[src/rtl/qdr_arb_pkg.sv]
// Shared definitions for the two-port QDR user-interface arbiter.
package qdr_arb_pkg;

  localparam logic PORT_FABRIC = 1'b0;
  localparam logic PORT_CPU    = 1'b1;

  typedef enum logic [0:0] {
    WAIT_PHY = 1'b0,
    RUN      = 1'b1
  } arb_state_e;

endpackage

[src/rtl/qdr_arb_tag_fifo.sv]
// In-order tag FIFO: records which port issued each outstanding read.
module qdr_arb_tag_fifo #(
  parameter int DEPTH = 16
) (
  input  logic clk0,
  input  logic reset_n,
  input  logic push,
  input  logic push_tag,
  input  logic pop,
  output logic pop_tag,
  output logic full,
  output logic empty
);

  localparam int AW = $clog2(DEPTH);
  localparam logic [AW-1:0] PTR_ONE  = {{(AW-1){1'b0}}, 1'b1};
  localparam logic [AW:0]   CNT_ONE  = {{AW{1'b0}}, 1'b1};
  localparam logic [AW:0]   CNT_FULL = (AW+1)'(DEPTH);

  logic [DEPTH-1:0] mem_q, mem_d;
  logic [AW-1:0]    wr_ptr_q, wr_ptr_d, rd_ptr_q, rd_ptr_d;
  logic [AW:0]      count_q, count_d;
  logic             do_push_s, do_pop_s;

  assign full      = (count_q == CNT_FULL);
  assign empty     = (count_q == {(AW+1){1'b0}});
  assign pop_tag   = mem_q[rd_ptr_q];
  assign do_push_s = push && !full;
  assign do_pop_s  = pop && !empty;

  // Pointer, storage and occupancy update
  always_comb begin
    mem_d    = mem_q;
    wr_ptr_d = wr_ptr_q;
    rd_ptr_d = rd_ptr_q;
    count_d  = count_q;
    if (do_push_s) begin
      mem_d[wr_ptr_q] = push_tag;
      wr_ptr_d        = wr_ptr_q + PTR_ONE;
    end else begin
      wr_ptr_d = wr_ptr_q;
    end
    if (do_pop_s) begin
      rd_ptr_d = rd_ptr_q + PTR_ONE;
    end else begin
      rd_ptr_d = rd_ptr_q;
    end
    case ({do_push_s, do_pop_s})
      2'b10:   count_d = count_q + CNT_ONE;
      2'b01:   count_d = count_q - CNT_ONE;
      default: count_d = count_q;
    endcase
  end

  // FIFO state registers
  always_ff @(posedge clk0 or negedge reset_n) begin
    if (!reset_n) begin
      mem_q    <= {DEPTH{1'b0}};
      wr_ptr_q <= {AW{1'b0}};
      rd_ptr_q <= {AW{1'b0}};
      count_q  <= {(AW+1){1'b0}};
    end else begin
      mem_q    <= mem_d;
      wr_ptr_q <= wr_ptr_d;
      rd_ptr_q <= rd_ptr_d;
      count_q  <= count_d;
    end
  end

endmodule

[src/rtl/qdr_arbiter.sv]
// Two-port arbiter in front of a QDR controller user interface.
// Optional macro QDR_ARB_PRIORITY_EN: fixed priority to port 0 instead of round-robin.
module qdr_arbiter
  import qdr_arb_pkg::*;
#(
  parameter int DATA_WIDTH = 18,
  parameter int BW_WIDTH   = 2,
  parameter int ADDR_WIDTH = 22,
  parameter int TAG_DEPTH  = 16
) (
  input  logic                      clk0,
  input  logic                      reset_n,
  input  logic                      p0_rd_strb,
  input  logic                      p0_wr_strb,
  input  logic [ADDR_WIDTH-1:0]     p0_addr,
  input  logic [2*DATA_WIDTH-1:0]   p0_wr_data,
  input  logic [2*BW_WIDTH-1:0]     p0_wr_be,
  output logic                      p0_ack,
  output logic [2*DATA_WIDTH-1:0]   p0_rd_data,
  output logic                      p0_rd_dvld,
  input  logic                      p1_rd_strb,
  input  logic                      p1_wr_strb,
  input  logic [ADDR_WIDTH-1:0]     p1_addr,
  input  logic [2*DATA_WIDTH-1:0]   p1_wr_data,
  input  logic [2*BW_WIDTH-1:0]     p1_wr_be,
  output logic                      p1_ack,
  output logic [2*DATA_WIDTH-1:0]   p1_rd_data,
  output logic                      p1_rd_dvld,
  input  logic                      phy_rdy,
  output logic                      usr_rd_strb,
  output logic                      usr_wr_strb,
  output logic [ADDR_WIDTH-1:0]     usr_addr,
  output logic [2*DATA_WIDTH-1:0]   usr_wr_data,
  output logic [2*BW_WIDTH-1:0]     usr_wr_be,
  input  logic [2*DATA_WIDTH-1:0]   usr_rd_data,
  input  logic                      usr_rd_dvld,
  output logic                      rd_orphan
);

  localparam int DW2 = 2 * DATA_WIDTH;
  localparam int BW2 = 2 * BW_WIDTH;

  arb_state_e             state_q, state_d;
  logic                   prio_q, prio_d;
  logic [1:0]             ack_q, ack_d;
  logic                   usr_rd_strb_q, usr_rd_strb_d, usr_wr_strb_q, usr_wr_strb_d;
  logic [ADDR_WIDTH-1:0]  usr_addr_q, usr_addr_d;
  logic [DW2-1:0]         usr_wr_data_q, usr_wr_data_d;
  logic [BW2-1:0]         usr_wr_be_q, usr_wr_be_d;
  logic [1:0]             rd_dvld_q, rd_dvld_d;
  logic [DW2-1:0]         p0_rd_data_q, p0_rd_data_d, p1_rd_data_q, p1_rd_data_d;
  logic                   orphan_q, orphan_d;

  logic [1:0] elig_s;
  logic       run_s, gnt_vld_s, gnt_port_s, gnt_wr_s, pop_s;
  logic       fifo_full_s, fifo_empty_s, pop_tag_s;

  // The !ack_q mask keeps a still-held request from being granted twice.
  assign run_s     = (state_q == RUN) && phy_rdy;
  assign elig_s[0] = run_s && (p0_rd_strb || p0_wr_strb) && !ack_q[0] && (p0_wr_strb || !fifo_full_s);
  assign elig_s[1] = run_s && (p1_rd_strb || p1_wr_strb) && !ack_q[1] && (p1_wr_strb || !fifo_full_s);
  assign gnt_vld_s = |elig_s;
  assign gnt_wr_s  = (gnt_port_s == PORT_CPU) ? p1_wr_strb : p0_wr_strb;
  assign pop_s     = usr_rd_dvld && !fifo_empty_s;

  // Grant selection: one winner per cycle
  always_comb begin
`ifdef QDR_ARB_PRIORITY_EN
    if (elig_s[PORT_FABRIC]) begin
      gnt_port_s = PORT_FABRIC;
    end else begin
      gnt_port_s = PORT_CPU;
    end
`else
    case (elig_s)
      2'b01:   gnt_port_s = PORT_FABRIC;
      2'b10:   gnt_port_s = PORT_CPU;
      2'b11:   gnt_port_s = prio_q;
      default: gnt_port_s = PORT_FABRIC;
    endcase
`endif
  end

  qdr_arb_tag_fifo #(.DEPTH(TAG_DEPTH)) u_tag_fifo (
    .clk0     (clk0),
    .reset_n  (reset_n),
    .push     (gnt_vld_s && !gnt_wr_s),
    .push_tag (gnt_port_s),
    .pop      (pop_s),
    .pop_tag  (pop_tag_s),
    .full     (fifo_full_s),
    .empty    (fifo_empty_s)
  );

  // Next-state: FSM, command issue and read-return routing
  always_comb begin
    case (state_q)
      WAIT_PHY: state_d = phy_rdy ? RUN : WAIT_PHY;
      RUN:      state_d = phy_rdy ? RUN : WAIT_PHY;
      default:  state_d = WAIT_PHY;
    endcase
    prio_d        = prio_q;
    ack_d         = 2'b00;
    usr_rd_strb_d = 1'b0;
    usr_wr_strb_d = 1'b0;
    usr_addr_d    = usr_addr_q;
    usr_wr_data_d = usr_wr_data_q;
    usr_wr_be_d   = usr_wr_be_q;
    if (gnt_vld_s) begin
      ack_d[gnt_port_s] = 1'b1;
      usr_wr_strb_d     = gnt_wr_s;
      usr_rd_strb_d     = !gnt_wr_s;
      usr_addr_d        = (gnt_port_s == PORT_CPU) ? p1_addr    : p0_addr;
      usr_wr_data_d     = (gnt_port_s == PORT_CPU) ? p1_wr_data : p0_wr_data;
      usr_wr_be_d       = (gnt_port_s == PORT_CPU) ? p1_wr_be   : p0_wr_be;
      prio_d            = !gnt_port_s;
    end else begin
      prio_d = prio_q;
    end
    rd_dvld_d    = 2'b00;
    p0_rd_data_d = p0_rd_data_q;
    p1_rd_data_d = p1_rd_data_q;
    if (pop_s) begin
      rd_dvld_d[pop_tag_s] = 1'b1;
      if (pop_tag_s == PORT_CPU) begin
        p1_rd_data_d = usr_rd_data;
      end else begin
        p0_rd_data_d = usr_rd_data;
      end
    end else begin
      rd_dvld_d = 2'b00;
    end
    orphan_d = orphan_q || (usr_rd_dvld && fifo_empty_s);
  end

  // Registered state and outputs
  always_ff @(posedge clk0 or negedge reset_n) begin
    if (!reset_n) begin
      state_q       <= WAIT_PHY;
      prio_q        <= PORT_FABRIC;
      ack_q         <= 2'b00;
      usr_rd_strb_q <= 1'b0;
      usr_wr_strb_q <= 1'b0;
      usr_addr_q    <= {ADDR_WIDTH{1'b0}};
      usr_wr_data_q <= {DW2{1'b0}};
      usr_wr_be_q   <= {BW2{1'b0}};
      rd_dvld_q     <= 2'b00;
      p0_rd_data_q  <= {DW2{1'b0}};
      p1_rd_data_q  <= {DW2{1'b0}};
      orphan_q      <= 1'b0;
    end else begin
      state_q       <= state_d;
      prio_q        <= prio_d;
      ack_q         <= ack_d;
      usr_rd_strb_q <= usr_rd_strb_d;
      usr_wr_strb_q <= usr_wr_strb_d;
      usr_addr_q    <= usr_addr_d;
      usr_wr_data_q <= usr_wr_data_d;
      usr_wr_be_q   <= usr_wr_be_d;
      rd_dvld_q     <= rd_dvld_d;
      p0_rd_data_q  <= p0_rd_data_d;
      p1_rd_data_q  <= p1_rd_data_d;
      orphan_q      <= orphan_d;
    end
  end

  assign p0_ack      = ack_q[0];
  assign p1_ack      = ack_q[1];
  assign p0_rd_dvld  = rd_dvld_q[0];
  assign p1_rd_dvld  = rd_dvld_q[1];
  assign p0_rd_data  = p0_rd_data_q;
  assign p1_rd_data  = p1_rd_data_q;
  assign usr_rd_strb = usr_rd_strb_q;
  assign usr_wr_strb = usr_wr_strb_q;
  assign usr_addr    = usr_addr_q;
  assign usr_wr_data = usr_wr_data_q;
  assign usr_wr_be   = usr_wr_be_q;
  assign rd_orphan   = orphan_q;

endmodule
[config.mk]
export PLATFORM = sky130hd
export DESIGN_NAME = qdr_arbiter
export DESIGN_NICKNAME = d
export VERILOG_FILES = /design/src/rtl/qdr_arb_pkg.sv /design/src/rtl/qdr_arb_tag_fifo.sv /design/src/rtl/qdr_arbiter.sv
export SDC_FILE = /design/constraint.sdc
export NUM_CORES = 1
export LEC_CHECK = 0
export BUFFER_PORTS_ARGS = -buffer_cell sky130_fd_sc_hd__buf_2
export CORE_ASPECT_RATIO = 1.75
export CORE_MARGIN = 8
export CORE_UTILIZATION = 45
export CTS_CLUSTER_DIAMETER = 200
export CTS_CLUSTER_SIZE = 30
export DETAILED_ROUTE_END_ITERATION = 8
export GPL_TIMING_DRIVEN = 0
export PLACE_DENSITY = 0.79
export SLEW_MARGIN = 20
export SYNTH_ARGS = -nofsm -noshare
export SYNTH_HDL_FRONTEND = slang
export SYNTH_SLANG_ARGS = --single-unit
[constraint.sdc]
create_clock -name clk0 -period 4.62 [get_ports clk0]
set_input_delay 0.693 -clock clk0 [delete_from_list [all_inputs] [get_ports clk0]]
set_output_delay 0.693 -clock clk0 [all_outputs]
set_load 0.005 [all_outputs]
## Word level (Yosys, flattened, before mapping)

Cells that the tools add are included.

| storage, ports and cells | value |
|---|---|
| bits in registers | 172 |
| input bits | 168 |
| logic and storage cells | 84 |

| operators by class | value |
|---|---|
| $add $sub $neg | 4 |
| $lt $le $gt $ge | 7 |
| eq/ne operators | 5 |
| multiplexer cells | 20 |
| bitwise operators | 1 |
| reductions and logical operators | 31 |

Operators with widths:

| kind | number |
|---|---|
| 36-bit two-way mux | 1 |
| 22-bit two-way mux | 1 |
| 16-bit bitwise mux | 1 |
| 1-bit logical AND | 15 |
| 4-bit by 5-bit < comparator with 1-bit output, second input constant | 2 |
| 5-bit one-hot mux with 2 select lines | 1 |
| 4-bit by 1-bit adder with 4-bit output, second input constant | 2 |
| 1-bit two-way mux | 8 |
| 2-bit == test, second input constant | 3 |
| 1-bit zero test | 6 |
| 5-bit by 1-bit adder with 5-bit output, second input constant | 1 |
| 5-bit == test, second input constant | 1 |
| 5-bit zero test | 1 |
| 1-bit logical OR | 5 |
| 5-bit by 1-bit subtractor with 5-bit output, second input constant | 1 |
| 1-bit binary-select mux with 4-bit select | 1 |
| 1-bit demux with 4-bit select | 1 |
| 4-bit by 1-bit >= comparator with 1-bit output, second input constant | 1 |
| 1-bit by 2-bit < comparator with 1-bit output, second input constant | 2 |
| 2-bit two-way mux | 2 |
| 4-bit two-way mux | 1 |
| 2-bit AND reduction | 2 |
| 1-bit demux with 1-bit select | 2 |
| 2-bit by 1-bit == test with 1-bit output, second input constant | 1 |
| other kinds (5) | 6 |

## Longest topological paths before layout

| depth | value |
|---|---|
| depth after elaboration | 12 |
| mapped depth | 13 |
| gate-level depth less buffers | 12 |

## Cells and area by module

Synthesis repeated with hierarchy kept, for this count alone.

| unflattened totals | value |
|---|---|
| cell total of the unflattened synthesis | 536 |
| area, all modules | 7684.9 um2 |

By module, submodules not included:

| module | instances | cells an instance | area each (um2) | seq. area each (um2) |
|---|---|---|---|---|
| qdr_arbiter | 1 | 396 | 6073.3 | 3578.4 |
| qdr_arb_tag_fifo | 1 | 140 | 1611.5 | 725.7 |

## Least setup slack after synthesis

No wires, ideal clock.

| timing path | value |
|---|---|
| kind | input port to flip-flop |
| start point | input p0_wr_strb |
| end point | register u_tag_fifo.count_q[4] |
| library setup time | 0.080 ns |
| data arrival time | 3.299 ns |
| required time | 4.540 ns |
| setup slack | 1.241 ns |
| stages | 12 |
| buffers on the path | 0 |
| path through | o211ai_1 -> or3_1 -> o22ai_2 -> nand2_1 -> ha_1 -> xor2_1 -> ha_1 -> o21a_1 -> o221a_2 -> or3_1 -> a21oi_1 -> xnor2_1 |

| between the ends | value |
|---|---|
| word-level cells in the longest chain between the ends | 12 |
| elaborated cells between the ends (all ways) | 17 |
| classes of those cells | eq/ne: 4; mux: 3; reduce/logical: 10 |

Ends and longest elaborated chain:

| what | line | RTL |
|---|---|---|
| from (decl) | qdr_arbiter.sv:14 | `input logic p0_wr_strb,` |
| 1-bit logical OR | qdr_arbiter.sv:60 | `assign elig_s[0] = run_s && (p0_rd_strb \|\| p0_wr_strb) && !ack_q[0] && (p0_wr_strb \|\| !fifo_full_s);` |
| 1-bit logical AND (3 in series) | qdr_arbiter.sv:60 |  |
| 2-bit == test | qdr_arbiter.sv:75 | `case (elig_s)` |
| 1-bit one-hot mux with 2 select lines | qdr_arbiter.sv:75 |  |
| 1-bit two-way mux | qdr_arbiter.sv:63 | `assign gnt_wr_s = (gnt_port_s == PORT_CPU) ? p1_wr_strb : p0_wr_strb;` |
| 1-bit zero test | qdr_arbiter.sv:87 | `.push (gnt_vld_s && !gnt_wr_s),` |
| 1-bit logical AND * | qdr_arbiter.sv:87 |  |
| 1-bit logical AND * | qdr_arb_tag_fifo.sv:28 | `assign do_push_s = push && !full;` |
| 2-bit by 1-bit == test with 1-bit output / 2-bit == test (equally long branches) | qdr_arb_tag_fifo.sv:48 | `case ({do_push_s, do_pop_s})` |
| 5-bit one-hot mux with 2 select lines / 2-bit nonzero test (equally long branches) | n/a |  |
| to (signal assigned) | qdr_arb_tag_fifo.sv:61 | `count_q <= {(AW+1){1'b0}};` |
| to (signal assigned) | qdr_arb_tag_fifo.sv:66 | `count_q <= count_d;` |
| to (decl) | qdr_arb_tag_fifo.sv:22 | `logic [AW:0] count_q, count_d;` |

Mark *: on every way between the ends. The rest lies on a longest branch, timed or not.
A chain may end at the register's enable or synchronous reset.

## Worst setup path in the final report

| timing path | value |
|---|---|
| start point | register u_tag_fifo.count_q[1] |
| end point | register u_tag_fifo.count_q[4] |

| between the ends | value |
|---|---|
| word-level cells in the longest chain between the ends | 12 |
| elaborated cells between the ends (all ways) | 24 |
| classes of those cells | add/sub: 2; eq/ne: 5; mux: 3; reduce/logical: 14 |

Ends and longest elaborated chain:

| what | line | RTL |
|---|---|---|
| 5-bit == test | qdr_arb_tag_fifo.sv:25 | `assign full = (count_q == CNT_FULL);` |
| 1-bit zero test | qdr_arb_tag_fifo.sv:28, qdr_arbiter.sv:60, qdr_arbiter.sv:61 |  |
| 1-bit logical OR (on tied branches) | qdr_arbiter.sv:60, qdr_arbiter.sv:61 |  |
| 1-bit logical AND (on tied branches) | qdr_arbiter.sv:60, qdr_arbiter.sv:61 |  |
| 2-bit == test | qdr_arbiter.sv:75 |  |
| 1-bit one-hot mux with 2 select lines | qdr_arbiter.sv:75 |  |
| 1-bit two-way mux | qdr_arbiter.sv:63 |  |
| 1-bit zero test | qdr_arbiter.sv:87 |  |
| 1-bit logical AND | qdr_arbiter.sv:87 |  |
| 1-bit logical AND | qdr_arb_tag_fifo.sv:28 |  |
| 2-bit by 1-bit == test with 1-bit output / 2-bit == test (equally long branches) | qdr_arb_tag_fifo.sv:48 |  |
| 5-bit one-hot mux with 2 select lines / 2-bit nonzero test (equally long branches) | n/a |  |

Parallel ways exist; a longest one is shown, timed or not.

==> summary.md <==
| Metric | Value |
|---|---|
| Status | finished clean |
| Crit end category | flip-flop |
| Post-place setup slack | 0.713 ns |
| Total placed cells including tap cells | 1076 |
| Cts bufs inserted | 17 |
| Die H | 188 µm |
| CP Max Fanout | 10 |
| P&R area growth vs syn | 32.1% |
| Asr flop ratio synth | 100% |
| Post-Synth XOR/XNOR Area | 1.39% |
| Setup_tns | 0 ns |
| H-tree levels | 4 |
| Top Ports | 309 |
| Clock Tree Buf Depth | 2 |
| FF+latch count, synth | 172 |
| Crit path from | u_tag_fifo.count_q[1] |
| Average size of a mapped cell | 14.0 µm² |
| Setup Fix Bufs, Post-CTS | 0 |
| Post-synthesis cell count | 540 |
| Antenna Nets Post-Route | 0 |
| # fillers | 1404 |
| Number of gates resized after cts | 0 |
| Final Hold Vio Count | 0 |
| Hold buffers post-CTS | 0 |
| Via count | 5776 |
| Antenna violations before repair | 5 |
| Gr usage total | 20.9% |
| Synth top cells by count | 172 x dfrtp_1, 63 x o21a_1, 62 x o22a_1 |
| Mux share of post-synthesis cell area | 15.6% |
| PnR worst setup slack | 1.11 ns |
| Layout Cells excl Fill | 1113 |
| Final GP Congestion | 0.843 |
| Worst min path class | in -> async |
| Syn Nets | 717 |
| Initial Utilization | 45.3% |
| Drt total wl | 22.2 mm |
| Final setup violating endpoints | 0 |
| Period utilisation layout | 76.1% |
| Peak VDD IR | 0.288 mV |
| Critical Path Source Type | flip-flop |
| First-pass GRT wire length | 34.1 mm |
| Hpwl dp | 17.3 mm |
| Post-Synth Simple-Gate Area | 4.11% |
| Share of Yosys cell area claimed by the top area cell type | 56.8% |
| Core area | 0.0167 mm² |
| Highest Clock Rate | 285 MHz |
| Complex-gate fraction of the synthesized area | 16.1% |
| Synthesized area | 0.00758 mm² |
| Layout cell share with drive strength beyond 1 | 51.2% |
| Ys flop type | dfrtp_1 |
| Post-synth EDFFs | 0 |
| Final Max Slew Viols | 0 |
| Nets | 1045 |
| Initial drt markers | 219 |
| Max_slew headroom | 56.9% |
| Setup Crit Path Kind | reg -> reg |
| # Max-Cap Violations | 0 |
| CTS tree | yes |
| Clk_skew | 0.0117 ns |
| Count of clock tree sinks | 172 |
| P_leak | 0.00479 µW |
| Site Rows | 63 |
| Die width | 114 µm |
| Residual DRC | 0 |
| Unrepaired setup endpoints after global routing | false |
| Port Buffers | 308 |
| Clk_lat worst skew | 0.42 ns |
| Drt first pass iters | 4 |
| Worst Tran Pin Value | 0.640 ns |
| Synth Warn # | 0 |
| Largest net degree at the start of global routing | 95 |
| Vias in the first global route | 6046 |
| Main combinational cell family by area after synthesis | compound AO/OA/AOI/OAI gates |
| Register area share after synthesis | 56.8% |
| CTS Root Cell | clkbuf_16 |
| Tot Pwr | 6260 µW |
| Count leader, synth | dfrtp_1 |
| Reg-to-Reg Start | u_tag_fifo.count_q[1] |
| Adder-cell share of the synthesized area | 1.49% |
| Largest area contributor in the synthesized netlist | dfrtp_1 |
| Top post-synthesis cells by area | dfrtp_1 57%, mux2_2 8.5%, o22a_1 7.2% |
| Worst EP required | 4.97 ns |
| DR vias/cell | 5.19 |
| Final Core Density | 59.9% |
| Yosys cell types | 50 |
| Die area | 0.0214 mm² |
| Worst Path Arrival | 3.86 ns |
| Final min period | 3.51 ns |
| PwrDens | 626 mW/mm² |
| Routed length per instance | 20.0 µm |
| Overflow left after global routing | 0 |
| Clock transition at path regs | 0.07 ns |
==> state kept, by name (all words and copies together) (netlist names), 2 cells and up <==
name                 count
rd_dvld_q                2
u_tag_fifo.count_q       5
ack_q                    2
p1_rd_data              36
usr_addr                22
usr_wr_data             36
u_tag_fifo.mem_q        16
u_tag_fifo.wr_ptr_q      4
p0_rd_data              36
u_tag_fifo.rd_ptr_q      4
usr_wr_be                4
==> power by group <==
| part | internal, µW | leakage, µW | switching [µW] |
|---|---|---|---|
| Combinational | 1360 | 0.00249 | 1080 |
| Sequential | 2120 | 0.00204 | 344 |
| Clock | 737 | 0.000258 | 618 |
==> cell type report <==
class / count / area [µm²] / share of cell area (%)
Sequential cell: 172 / 4300 / 43.0
Multi-Input combinational cell: 321 / 2930 / 29.3
Timing Repair Buffer: 309 / 1580 / 15.8
Clock buffer: 21 / 470 / 4.70
Buffer: 34 / 292 / 2.91
Tap cell: 227 / 284 / 2.84
Clock inverter: 11 / 86.3 / 0.863
Inverter: 13 / 48.8 / 0.488
Antenna cell: 5 / 12.5 / 0.125
==> metal layers <==
metal | wire, µm | global-route usage (%) | share of wire (%) | up-vias
met5 | 0 | 0 | 0 | -
met4 | 845 | 11.0 | 3.8 | 0
met3 | 1290 | 4.61 | 5.8 | 49
met2 | 12100 | 37.1 | 54 | 205
met1 | 8050 | 22.5 | 36 | 2848
li1 | - | - | - | 2674
==> per-stage QoR <==
stage               hold slack [ns]  area, µm²
floorplan                     0.397       7580
global placement              0.452       9400
detailed placement            0.458       9440
CTS                           0.260      10000
global route                  0.282      10000
finish                        0.238      10000
==> cells by family after synthesis <==
family                   after synthesis
AO/OA/AOI/OAI                        148
XOR/XNOR                              12
adder cells (fa/ha/maj)                9
buffers and inverters                 47
flip-flops                           172
multiplexers                          98
AND/OR/NAND/NOR                       54
==> cells in the final DEF, fill, tap and decap left out, drive strengths merged, types with 4 or more instances in the layout <==
master,count
buf,333
clkbuf,31
clkinv,4
clkinvlp,5
dfrtp,172
diode,5
ha,9
inv,15
mux2,92
mux2i,5
nand2,11
nand4,17
o21a,63
o22a,62
or3,4
xnor2,9
==> worst paths after layout <==
kind | end | slack (ns) | depth (start not counted)
setup / recovery | u_tag_fifo.count_q[4] | 1.11 | 13
hold / removal | usr_addr[18] | 0.24 | 1
hold reg to reg | rd_orphan | 0.47 | 1
min in group clk0 | state_q | 0.41 | 1
setup reg to reg | u_tag_fifo.count_q[4] | 1.11 | 13
max in group asynchronous | p1_rd_data[22] | 3.49 | 2
==> worst max-delay path, stage by stage (launching register included) <==
cell and delay [ns]:
dfrtp_1 0.37, buf_6 0.13, nor4_1 0.48, nand2_1 0.16, clkbuf_1 0.25, nand2_1 0.24, ha_1 0.35, xor2_1 0.11
ha_1 0.22, o21a_1 0.17, o221a_2 0.26, or3_1 0.30, a21oi_1 0.24, xnor2_1 0.15
No activity file was read; power rests on OpenSTA's default activity.
